==> config.mk <==
export PLATFORM = sky130hd
export DESIGN_NAME = qpsk_modulator
export DESIGN_NICKNAME = d
export VERILOG_FILES = /design/src/rtl/qpsk_modulator.sv
export SDC_FILE = /design/constraint.sdc
export NUM_CORES = 1
export LEC_CHECK = 0
export BUFFER_PORTS_ARGS = -buffer_cell sky130_fd_sc_hd__buf_2
export CAP_MARGIN = 20
export CORE_ASPECT_RATIO = 0.75
export CORE_MARGIN = 1
export CORE_UTILIZATION = 55
export CTS_CLUSTER_DIAMETER = 50
export DETAILED_ROUTE_END_ITERATION = 8
export PLACE_DENSITY_LB_ADDON = 0.08
export SLEW_MARGIN = 20
export SYNTH_ARGS = -nofsm -noshare
export SYNTH_HDL_FRONTEND = slang
export SYNTH_SLANG_ARGS = --single-unit
==> constraint.sdc <==
create_clock -name Clk -period 2.7 [get_ports Clk]
set_clock_uncertainty 0.1 [all_clocks]
set_input_delay 0.27 -clock Clk [delete_from_list [all_inputs] [get_ports Clk]]
set_output_delay 0.27 -clock Clk [all_outputs]
set_load 0.05 [all_outputs]
==> src/rtl/qpsk_modulator.sv <==
// QPSK modulator: mixes a free-running carrier with its quarter-period-delayed copy,
// signed by the I/Q bits of the current symbol, one output sample per clock.
module qpsk_modulator #(
    parameter int W      = 11,
    parameter int SPS    = 100,
    parameter int QDELAY = 25
) (
    input  logic                Clk,
    input  logic                Rst_n,
    input  logic signed [W-1:0] sin_in,
    input  logic [1:0]          sym_in,
    input  logic                sym_valid,
    output logic                sym_ready,
    output logic signed [W:0]   mod_out,
    output logic                mod_valid,
    output logic                underrun,
    output logic [1:0]          dbg_state_o
);

    // Handshake: a symbol transfers on a rising Clk edge where sym_valid and sym_ready
    // are both high; sym_ready depends only on state and samp_cnt, never on sym_valid.

    localparam int FILL_W = $clog2(QDELAY + 1);
    localparam int SAMP_W = $clog2(SPS);
    localparam logic [FILL_W-1:0] FILL_LAST = FILL_W'(QDELAY - 1);
    localparam logic [SAMP_W-1:0] SAMP_LAST = SAMP_W'(SPS - 1);

    typedef enum logic [1:0] {
        ST_FILL = 2'd0,
        ST_WAIT = 2'd1,
        ST_RUN  = 2'd2
    } state_t;

    state_t              state_q, state_d;
    logic [FILL_W-1:0]   fill_cnt_q, fill_cnt_d;
    logic [SAMP_W-1:0]   samp_cnt_q, samp_cnt_d;
    logic [1:0]          sym_q, sym_d;
    logic signed [W:0]   mod_out_q, mod_out_d;
    logic                mod_valid_q, mod_valid_d;
    logic                underrun_q, underrun_d;
    logic                ready;
    logic signed [W-1:0] dly_q [QDELAY];

    logic signed [W-1:0] q_car;
    logic signed [W:0]   car_ext, sin_ext, i_term, q_term, mod_next;

    assign q_car   = dly_q[QDELAY-1];
    assign car_ext = {q_car[W-1], q_car};
    assign sin_ext = {sin_in[W-1], sin_in};
    // Bit value 1 selects -1; one extra bit of headroom keeps the sum from wrapping.
    assign i_term   = sym_q[1] ? -car_ext : car_ext;
    assign q_term   = sym_q[0] ? -sin_ext : sin_ext;
    assign mod_next = i_term + q_term;

    always_ff @(posedge Clk) begin
        if (!Rst_n) begin
            for (int i = 0; i < QDELAY; i++) begin
                dly_q[i] <= '0;
            end
        end else begin
            dly_q[0] <= sin_in;
            for (int i = 1; i < QDELAY; i++) begin
                dly_q[i] <= dly_q[i-1];
            end
        end
    end

    always_ff @(posedge Clk) begin
        if (!Rst_n) begin
            state_q     <= ST_FILL;
            fill_cnt_q  <= '0;
            samp_cnt_q  <= '0;
            sym_q       <= '0;
            mod_out_q   <= '0;
            mod_valid_q <= 1'b0;
            underrun_q  <= 1'b0;
        end else begin
            state_q     <= state_d;
            fill_cnt_q  <= fill_cnt_d;
            samp_cnt_q  <= samp_cnt_d;
            sym_q       <= sym_d;
            mod_out_q   <= mod_out_d;
            mod_valid_q <= mod_valid_d;
            underrun_q  <= underrun_d;
        end
    end

    always_comb begin
        state_d     = state_q;
        fill_cnt_d  = fill_cnt_q;
        samp_cnt_d  = samp_cnt_q;
        sym_d       = sym_q;
        mod_out_d   = '0;
        mod_valid_d = 1'b0;
        underrun_d  = 1'b0;
        ready       = 1'b0;
        case (state_q)
            ST_FILL: begin
                if (fill_cnt_q == FILL_LAST) begin
                    state_d    = ST_WAIT;
                    fill_cnt_d = '0;
                end else begin
                    fill_cnt_d = fill_cnt_q + FILL_W'(1);
                end
            end
            ST_WAIT: begin
                ready = 1'b1;
                if (sym_valid) begin
                    sym_d      = sym_in;
                    samp_cnt_d = '0;
                    state_d    = ST_RUN;
                end
            end
            ST_RUN: begin
                // The boundary sample is still built from the old symbol held in sym_q.
                mod_out_d   = mod_next;
                mod_valid_d = 1'b1;
                if (samp_cnt_q == SAMP_LAST) begin
                    ready      = 1'b1;
                    samp_cnt_d = '0;
                    if (sym_valid) begin
                        sym_d = sym_in;
                    end else begin
                        state_d    = ST_WAIT;
                        underrun_d = 1'b1;
                    end
                end else begin
                    samp_cnt_d = samp_cnt_q + SAMP_W'(1);
                end
            end
            default: state_d = ST_FILL;
        endcase
    end

    assign sym_ready   = ready;
    assign mod_out     = mod_out_q;
    assign mod_valid   = mod_valid_q;
    assign underrun    = underrun_q;
    assign dbg_state_o = state_q;

endmodule

==> results of run 1 <==
==> cell type report <==
| class | count | area, sq um |
|---|---|---|
| Fill cell | 1293 | 5652 |
| Clock inverter | 18 | 274.0 |
| Timing Repair Buffer | 56 | 407.9 |
| Sequential cell | 305 | 6110 |
| Inverter | 18 | 67.56 |
| Clock buffer | 33 | 749.5 |
| Tap cell | 215 | 269.0 |
| Multi-Input combinational cell | 486 | 3297 |
==> state kept, by name, indices dropped and copies added (netlist names) <==
signal	flops
dbg_state_o	2
dly_q	275
fill_cnt_q	5
mod_out	12
mod_valid	1
samp_cnt_q	7
sym_q	2
underrun	1
==> routing by layer <==
| metal | vias to the layer above | global-route usage [%] | wire length, microns |
|---|---|---|---|
| li1 | 2770 | - | - |
| met1 | 2527 | 23.22 | 7485 |
| met2 | 52 | 25.91 | 6322 |
| met3 | 29 | 3.216 | 401 |
| met4 | 0 | 5.867 | 340 |
| met5 | - | 0 | 0 |
==> logic make-up after synthesis <==
family	count (synthesis)	share of synthesized area (%)
and+or+nand+nor	372	23.13
AOI/OAI and AO/OA	58	4.091
buffers and inverters	55	2.270
DFF	305	64.40
adders and majority gates	20	2.718
xor gates and xnor gates	32	2.956
muxes	4	0.4355
==> metrics by stage <==
step / TNS (ps) / setup slack, ps
after floorplan: 0 / 238.4
after global placement: 0 / 12.84
after detailed placement: -18.00 / -15.05
after CTS: 0 / 27.10
after global routing: -117.3 / -75.21
final: 0 / 75.60
==> timing repair <==
action | in CTS | in global routing
endpoints found under the hold margin | 15 | 0
pin swaps | 0 | 17
setup endpoints to repair | 3 | 6
gates resized for setup | 3 | 30
setup buffers | 0 | 4
hold buffers | 14 | 0
==> worst max-delay path, cell delays in order <==
cell           delay (ps)
dlygate4sd3_1         520
buf_2                 160
nor4_4                230
nand2_1               140
o31ai_1               260
xnor2_1               190
ha_2                  350
nand3_2               100
nand2b_1              120
a31oi_1               100
a311oi_2              270
xnor2_1               140
nor2_1                 50
==> cells in the mapped netlist (all sizes together), types with 3 or more instances <==
| library cell | instances | share of area, % |
|---|---|---|
| dfxtp | 305 | 64 |
| and2 | 275 | 18 |
| clkbuf | 35 | 1.4 |
| nor2 | 30 | 1.2 |
| nand2 | 27 | 1.1 |
| xnor2 | 22 | 2.0 |
| ha | 19 | 2.5 |
| o21ai | 19 | 1.0 |
| inv | 18 | 0.71 |
| a21oi | 11 | 0.58 |
| xor2 | 10 | 0.92 |
| nand2b | 9 | 0.59 |
| nand3 | 8 | 0.42 |
| nor3 | 6 | 0.32 |
| and3 | 4 | 0.26 |
| o31ai | 4 | 0.32 |
| a211oi | 3 | 0.24 |
| a21o | 3 | 0.32 |
| a31oi | 3 | 0.20 |
| mux2i | 3 | 0.32 |
| o21a | 3 | 0.25 |
| o41ai | 3 | 0.36 |
| or3 | 3 | 0.20 |
==> power by group through the flow <==
| stage | logic [uW] | registers [uW] | clock network, uW |
|---|---|---|---|
| 5_1_grt | 805 | 4640 | 4560 |
| 3_5_place_dp | 689 | 4730 | 0 |
| 4_1_cts | 708 | 4630 | 4340 |
| 3_3_place_gp | 660 | 4730 | 0 |
| 2_1_floorplan | 437 | 4800 | 0 |
| 6_report | 728 | 4630 | 4240 |
==> worst max path at each step <==
stage | end | cells after the start
5_1_grt | mod_out[11]$_SDFF_PN0_ | 11
3_3_place_gp | mod_out[11]$_SDFF_PN0_ | 13
4_1_cts | mod_out[11]$_SDFF_PN0_ | 11
6_report | mod_out[11]$_SDFF_PN0_ | 13
2_1_floorplan | mod_out[11]$_SDFF_PN0_ | 11
3_5_place_dp | mod_out[11]$_SDFF_PN0_ | 13
==> results.ini, run 1 <==
[routing]
via_count = 5378
drc_errors = 0
drt_iter0_markers = 248
wl_per_cell_microns = 12.86
wl_mm = 14.55
viasPerCell = 4.755
firstDrtPassIters = 4
drtAntennaViolNets = 0

[placed_design]
gp_congestion = 0.8436
place.port_buffers = 32
placed_cells = 1063
dpl_cell_area_sq_mm = 0.009843
hpwlAfterDp_mm = 8.588

[power]
powerDensity_mw_per_mm2 = 859.2
clkPwrFrac_pct = 44.1
power.internal_uw = 7422
power_frac_seq_pct = 48.3
p_leak_uw = 0.004681
fin_total_pwr_uw = 9601
switching_share_pct = 22.70
combPwrFrac_pct = 7.6
peakVddDrop_mv = 0.5672
power.switching_uw = 2179

[floorplanning]
die_h_microns = 115.7
die_x_microns = 153.6
io_pins = 33
initial_core_util_pct = 56.35
std_cell_rows = 41
core_region_area_sq_mm = 0.01683
dieArea_sq_mm = 0.01777

[global_route]
grt_pass1_wl_mm = 24.16
grt_overflow = 0
track_usage_pct = 16.61
antenna_found_initial = 0
grt_max_degree = 142
grt_pass1_vias = 5091

[synthesis]
synth-async-reset-ratio_pct = 0
synth-edff-count = 0
yosysWarningCount = 0
syn-num-nets = 882
avgSynthCellArea_sq_um = 11.21
syn_area_sq_mm = 0.009482
synth-seq-cells = 305
syn_inst = 846
ys_types = 49
yosys_most_used_dff = dfxtp_1
ys_seq_area_share_pct = 64.40

[worst_setup_path]
cp-end-kind = register
worstReg2RegEnd = mod_out[11]$_SDFF_PN0_
crit_arrival_ps = 2910
ff2ff_path_depth = 11
path_class = in2reg
crit_start = sin_in[4]
start_kind = primary input
crit_required_ps = 2990
r2r_slack_ps = 90
rr_startpoint = dly_q[0][264]$_SDFF_PN0_
crit_fanout = 4

[timing]
fin_crit_ps = 2624
drv_slew = 0
setup_viol_count_final = 0
worstMarginPinSlew_ps = 444.2
rsz0062_at_grt = yes
hold_slack_ps = 71.94
fmax_mhz = 381.0
hold_viol = 0
max-slew-margin-rel_pct = 70.31
finalCritPeriodShare_pct = 97.20

[final_layout]
antennaDiodeCount = 0
stdcell_count = 1131
finalNetCount = 931
areaGrowthSynthToFinish_pct = 17.85
drive_gt1_share_pct = 13.86
fin_util_pct = 66.41
final_cell_mix = dfxtp_1, and2_1, buf_2
final_area_sq_mm = 0.01117
layout_commonest_cell = dfxtp_1

[clocking]
cts_root_buf = clkbuf_16
cts_tree = built
clkLatencyLatePin_ps = 530
h-tree-depth = 1
cts.clk_slew.worst_paths_ps = 70
cts_buffer_depth = 3
cts_made_buffers = 28
cts.sinks = 305

[hold_path]
hold_start = sin_in[1]
hp-class = in2reg
min_to = dly_q[0][1]$_SDFF_PN0_
whs_path_depth = 3

[run]
maxCapViolCount = 0

[outcome]
status = completed

Power figures use the tool's default switching activity.
==> run 2: changes to the inputs <==
--- a/config.mk
+++ b/config.mk
@@ -5,6 +5,7 @@
 export SDC_FILE = /design/constraint.sdc
 export NUM_CORES = 1
 export LEC_CHECK = 0
+export ABC_AREA = 1
 export BUFFER_PORTS_ARGS = -buffer_cell sky130_fd_sc_hd__buf_2
 export CAP_MARGIN = 20
 export CORE_ASPECT_RATIO = 0.75
==> run 2 against run 1 <==
Compared with the run above: clock power down 7.8%; hold slack gained 240 ps; critical path type unchanged; die area increased by 4.3%; wire length fell by 4.6%; sequential cell count unchanged; design area increased by 1.7%; critical path depth is 2 higher; worst setup slack better by 140 ps; sequential power hardly changed; sequential share of layout area decreased by 0.94 points.
==> results.ini, run 2 <==
[timing]
setup_viol_count_final = 0
rsz0062_at_grt = no
fin_ws_ps = 219.1
hold_viol = 0
max-slew-margin-rel_pct = 56.49
finalCritPeriodShare_pct = 91.88
drv_slew = 0
fin_crit_ps = 2481
worstMarginPinSlew_ps = 652.7
fmax_mhz = 403.1
tns_ps = 0

[worst_setup_path]
cp-end-kind = register
path_delay_family = buffers and inverters
crit_fanout = 4
r2r_slack_ps = 250
path_class = in2reg
crit_required_ps = 3050
crit_arrival_ps = 2830
worst_path_largest_cell_delay_ps = 540
cp_cell_sequence = dlygate4sd3_1 > buf_2 > inv_1 > ha_1 > nand3_1 > nor2_1 > a21oi_1 > xor2_1 > ha_2 > a21o_1 > a21boi_1 > nand3_1 > inv_1 > nand3_1 > a21oi_1
crit_top_cell = nand3_1
start_kind = primary input
crit_start = sin_in[0]
worst_path_max_delay_cell = dlygate4sd3_1
worstReg2RegEnd = mod_out[9]$_SDFF_PN0_
ff2ff_path_depth = 15
rr_startpoint = dly_q[0][264]$_SDFF_PN0_
critPathBufInv = 4

[hold_path]
whs_path_depth = 2
hp-class = reg2reg
min_to = dly_q[0][165]$_SDFF_PN0_
hold_start = dly_q[0][154]$_SDFF_PN0_

[final_layout]
areaGrowthSynthToFinish_pct = 14.86
largest_reg_flops = 275
fin_util_pct = 64.55
regMostFlops = dly_q
drive_gt1_share_pct = 7.594
final_cell_mix = nand2_1, inv_1, dfxtp_1
antennaDiodeCount = 0
finalNetCount = 1265
layout_commonest_cell = nand2_1

[global_route]
antenna_found_initial = 0
busiest_layer = met2
grt_pass1_wl_mm = 24.56
grt_overflow = 0
grtUsageMet2_pct = 24.17
grt_max_degree = 168
grt_pass1_vias = 5678
track_usage_pct = 15.87
use_met1_pct = 22.20
grtUsageMet3_pct = 3.520

[floorplanning]
die_x_microns = 156.9
dieArea_sq_mm = 0.01853
initial_core_util_pct = 56.20
std_cell_rows = 42
die_h_microns = 118.2
core_region_area_sq_mm = 0.01760
io_pins = 33

[synthesis]
syn_inst = 1180
synth-async-reset-ratio_pct = 0
synth_top_cell_area_share_pct = 61.72
syn_area_sq_mm = 0.009893
ys_types = 27
synth_most_common_cell = nand2_1
ys_top_cells_by_count = nand2_1, inv_1, dfxtp_1, nor2_1, a21oi_1
synthTopCellsByArea = dfxtp_1, nand2_1, inv_1
synth-seq-cells = 305
yosysWarningCount = 0
syn-num-nets = 1216
ys_seq_area_share_pct = 61.72
yosys_most_used_dff = dfxtp_1
synth_area_leader_cell = dfxtp_1
avgSynthCellArea_sq_um = 8.384
synth-edff-count = 0

[placed_design]
gp_congestion = 0.8086
dp_worst_setup_slack_ps = 171.3
place.port_buffers = 32
hpwlAfterDp_mm = 8.440

[clocking]
cts_made_buffers = 28
cts.clk_slew.worst_paths_ps = 60
cts_root_buf = clkbuf_16
cts_tree = built
h-tree-depth = 1
clkLatencyLatePin_ps = 520
cts_buffer_depth = 3
cts.sinks = 305

[power]
powerDensity_mw_per_mm2 = 839.2
peakVddDrop_mv = 0.7956
p_leak_uw = 0.006894

[outcome]
status = completed

[routing]
drtAntennaViolNets = 0
wl_mm = 13.88
drc_errors = 0
viasPerCell = 4.214
firstDrtPassIters = 5
via_count = 6291
wl_per_cell_microns = 9.299
drt_iter0_markers = 324

[run]
maxCapViolCount = 0

[run 2: how the worst max path moves through the flow]
stage | to | slack (ps) | cells after the start
floorplan | mod_out[11]$_SDFF_PN0_ | 410 | 14
global placement | mod_out[11]$_SDFF_PN0_ | 230 | 14
detailed placement | mod_out[11]$_SDFF_PN0_ | 170 | 14
CTS | mod_out[11]$_SDFF_PN0_ | 150 | 14
global route | mod_out[11]$_SDFF_PN0_ | 20 | 15
finish | mod_out[11]$_SDFF_PN0_ | 220 | 15
[run 2: routing by layer]
layer	wire, microns	vias to the layer above
met5	0	-
met2	5675	83
li1	-	3440
met4	314	0
met1	7316	2737
met3	576	31
[run 2: worst reg2reg max path, stage by stage (launching register included)]
cell	delay (ps)
dfxtp_1	310
inv_1	70
ha_1	140
inv_1	70
nor3_4	150
nand2_1	100
o21ai_0	220
xnor2_1	110
ha_1	410
nand2_1	100
inv_1	80
nand3_1	60
o21ai_0	240
nand2_1	90
nand2_1	70
nor2_1	40
[run 2: what timing repair did]
item | in CTS | in global routing
hold endpoints to repair | 20 | 0
resized for setup | 0 | 6
hold buffers | 15 | 0
setup buffers | 0 | 2
endpoints found under the setup margin | 0 | 5
[run 2: metrics by stage]
step / total power [uW] / cell area [sq um] / hold slack, ps / std cells
after floorplan: 5478 / 9893 / 249.3 / 1180
after global placement: 5680 / 10240 / 291.3 / 1424
after detailed placement: 5691 / 10240 / 294.7 / 1424
after CTS: 9650 / 11330 / 309.0 / 1491
after global routing: 10010 / 11360 / 319.6 / 1493
final: 9536 / 11360 / 308.2 / 1493
[run 2: final cells by class]
class                      instances  area, sq um
clock buffer                      43        838.3
timing repair buffer              52        369.1
sequential                       305         6106
inverter                         322         1209
multi-input combinational        520         2434
fill                            1510         6241
clock inverter                     9        105.1
tap                              242        302.8
[run 2: kinds of logic after synthesis]
family          count (synthesis)  share of synthesized area (%)
simple gates                  416                          16.42
buf+inv                       355                          13.86
flops                         305                          61.72
compound gates                 60                          3.276
xor+xnor                       24                          2.125
fa+ha+maj                      20                          2.605
[run 2: power by group]
part / switching [uW] / leakage (uW) / total (uW) / internal (uW)
Clock: 1580 / 0.000463 / 3910 / 2330
Combinational: 672 / 0.00397 / 968 / 297
Sequential: 60.6 / 0.00246 / 4660 / 4600
Total: 2310 / 0.00689 / 9540 / 7230
==> run 3: changes to the inputs <==
--- a/config.mk
+++ b/config.mk
@@ -14,6 +14,7 @@
 export CTS_CLUSTER_DIAMETER = 50
 export DETAILED_ROUTE_END_ITERATION = 8
 export PLACE_DENSITY_LB_ADDON = 0.08
+export REMOVE_ABC_BUFFERS = 1
 export SLEW_MARGIN = 20
 export SYNTH_ARGS = -nofsm -noshare
 export SYNTH_HDL_FRONTEND = slang
==> run 3 against run 2 <==
Compared with the run above: total power shrank 2.2%; first-iteration DRC count grew 4.6%; clock power shrank 6.1%; worst setup slack lost 36 ps; register-to-register slack lost 20 ps; design area shrank 0.75%; sequential cell count is the same; hold slack lost 130 ps; largest cell class unchanged; die area is the same; combinational power grew 2.7%; maximum frequency shrank 1.4%.
==> results.ini, run 3 (synthesis results as in run 2) <==
[outcome]
status = completed

[power]
power.internal_uw = 7013
combPwrFrac_pct = 10.7
power_frac_seq_pct = 50.0
p_leak_uw = 0.006857
peakVddDrop_mv = 0.5132
powerDensity_mw_per_mm2 = 826.9
power.switching_uw = 2313
switching_share_pct = 24.80
clkPwrFrac_pct = 39.4

[final_layout]
antennaDiodeCount = 0
finalNetCount = 1261
layout_commonest_cell = nand2_1
drive_gt1_share_pct = 7.488
regMostFlops = dly_q
largest_reg_flops = 275
fin_util_pct = 64.07
final_area_sq_mm = 0.01128
areaGrowthSynthToFinish_pct = 14.00
final_cell_mix = nand2_1, inv_1, dfxtp_1

[worst_setup_path]
start_kind = primary input
ff2ff_path_depth = 14
cp-end-kind = register
worstReg2RegEnd = mod_out[11]$_SDFF_PN0_
crit_required_ps = 3050
crit_start = sin_in[0]
r2r_slack_ps = 230
crit_fanout = 5
path_class = in2reg
rr_startpoint = dly_q[0][264]$_SDFF_PN0_
crit_arrival_ps = 2870

[routing]
dr_wl_met2_mm = 5.622
top_layer = met4
firstDrtPassIters = 5
drt_iter0_markers = 339
wl_met3_microns = 586
drtAntennaViolNets = 0
viasPerCell = 4.172
wl_per_cell_microns = 10.16
met1_length_mm = 8.533
via_count = 6191
wl_mm = 15.07
drc_errors = 0

[global_route]
track_usage_pct = 17.25
grt_pass1_vias = 5515
grt_pass1_wl_mm = 25.91
grt_max_degree = 167
antenna_found_initial = 0
grt_overflow = 0

[floorplanning]
initial_core_util_pct = 56.20
io_pins = 33
std_cell_rows = 42
die_h_microns = 118.2
core_region_area_sq_mm = 0.01760
dieArea_sq_mm = 0.01853
die_x_microns = 156.9

[placed_design]
place.port_buffers = 32
dpl_cell_area_sq_mm = 0.01025
hpwlAfterDp_mm = 9.386
gp_congestion = 0.8509

[hold_path]
min_to = dly_q[0][272]$_SDFF_PN0_
hold_start = Rst_n
whs_path_depth = 4
hp-class = in2reg

[timing]
setup_viol_count_final = 0
max-slew-margin-rel_pct = 57.74
worstMarginPinSlew_ps = 634.0
hold_viol = 0
fin_crit_ps = 2517
finalCritPeriodShare_pct = 93.22
drv_slew = 0
fmax_mhz = 397.3

[clocking]
cts_root_buf = clkbuf_16
cts.clk_slew.worst_paths_ps = 70
cts_tree = built
h-tree-depth = 1
cts_buffer_depth = 3
cts.sinks = 305
clkLatencyLatePin_ps = 530
cts_made_buffers = 27

[run]
maxCapViolCount = 0

run 3: metal layers:
metal  vias to the layer above  global-route usage (%)
li1                       3423                       -
met1                      2675                   27.11
met2                        64                   23.67
met3                        29                   3.410
met4                         0                   4.718
met5                         -                       0
run 3: timing repair:
item                                   4_1_cts  5_1_grt
gates resized for setup                      0        6
buffers inserted                             0        0
hold buffers                                14        0
setup endpoints to repair                    0        5
endpoints found under the hold margin       14        0
run 3: worst max-delay path, cell delays in order:
cell and delay [ps]:
dlygate4sd3_1 520, buf_2 150, inv_1 60, ha_1 220, nand3_1 120, nor2_2 50, a21oi_1 160, xor2_1 200
ha_2 340, a21o_1 200, a21boi_0 180, nand3_1 120, inv_1 70, nand3_1 70, a21oi_1 130
run 3: through the flow:
stage | total power (uW) | setup TNS, ps | hold slack (ps) | cells | setup WS [ps]
floorplan | 5416 | 0 | 249.3 | 1147 | 411.9
finish | 9326 | 0 | 182.3 | 1484 | 183.0
CTS | 9421 | 0 | 201.4 | 1484 | 73.73
global route | 9760 | -18.70 | 205.8 | 1484 | -18.70
global placement | 5724 | 0 | 291.3 | 1424 | 184.6
detailed placement | 5723 | 0 | 296.1 | 1424 | 112.5
run 3: area by class of cell:
type	count	area, sq um
Multi-Input combinational cell	520	2437
Timing Repair Buffer	49	356.6
Clock buffer	41	838.3
Sequential cell	305	6106
Fill cell	1516	6326
Tap cell	242	302.8
Inverter	322	1209
Clock inverter	5	28.78
run 3: power groups by stage:
| stage | Clock, uW | Combinational [uW] | Sequential, uW |
|---|---|---|---|
| after floorplan | 0 | 553 | 4860 |
| after global placement | 0 | 965 | 4760 |
| after detailed placement | 0 | 964 | 4760 |
| after CTS | 3770 | 991 | 4660 |
| after global routing | 3980 | 1110 | 4670 |
| final | 3670 | 994 | 4660 |
run 3: worst max-delay path by stage:
stage / endpoint / slack, ps / cells past startpoint
6_report: mod_out[11]$_SDFF_PN0_ / 180 / 15
5_1_grt: mod_out[11]$_SDFF_PN0_ / -20 / 15
4_1_cts: mod_out[11]$_SDFF_PN0_ / 70 / 14
3_5_place_dp: mod_out[11]$_SDFF_PN0_ / 110 / 14
3_3_place_gp: mod_out[11]$_SDFF_PN0_ / 180 / 14
2_1_floorplan: mod_out[11]$_SDFF_PN0_ / 410 / 14
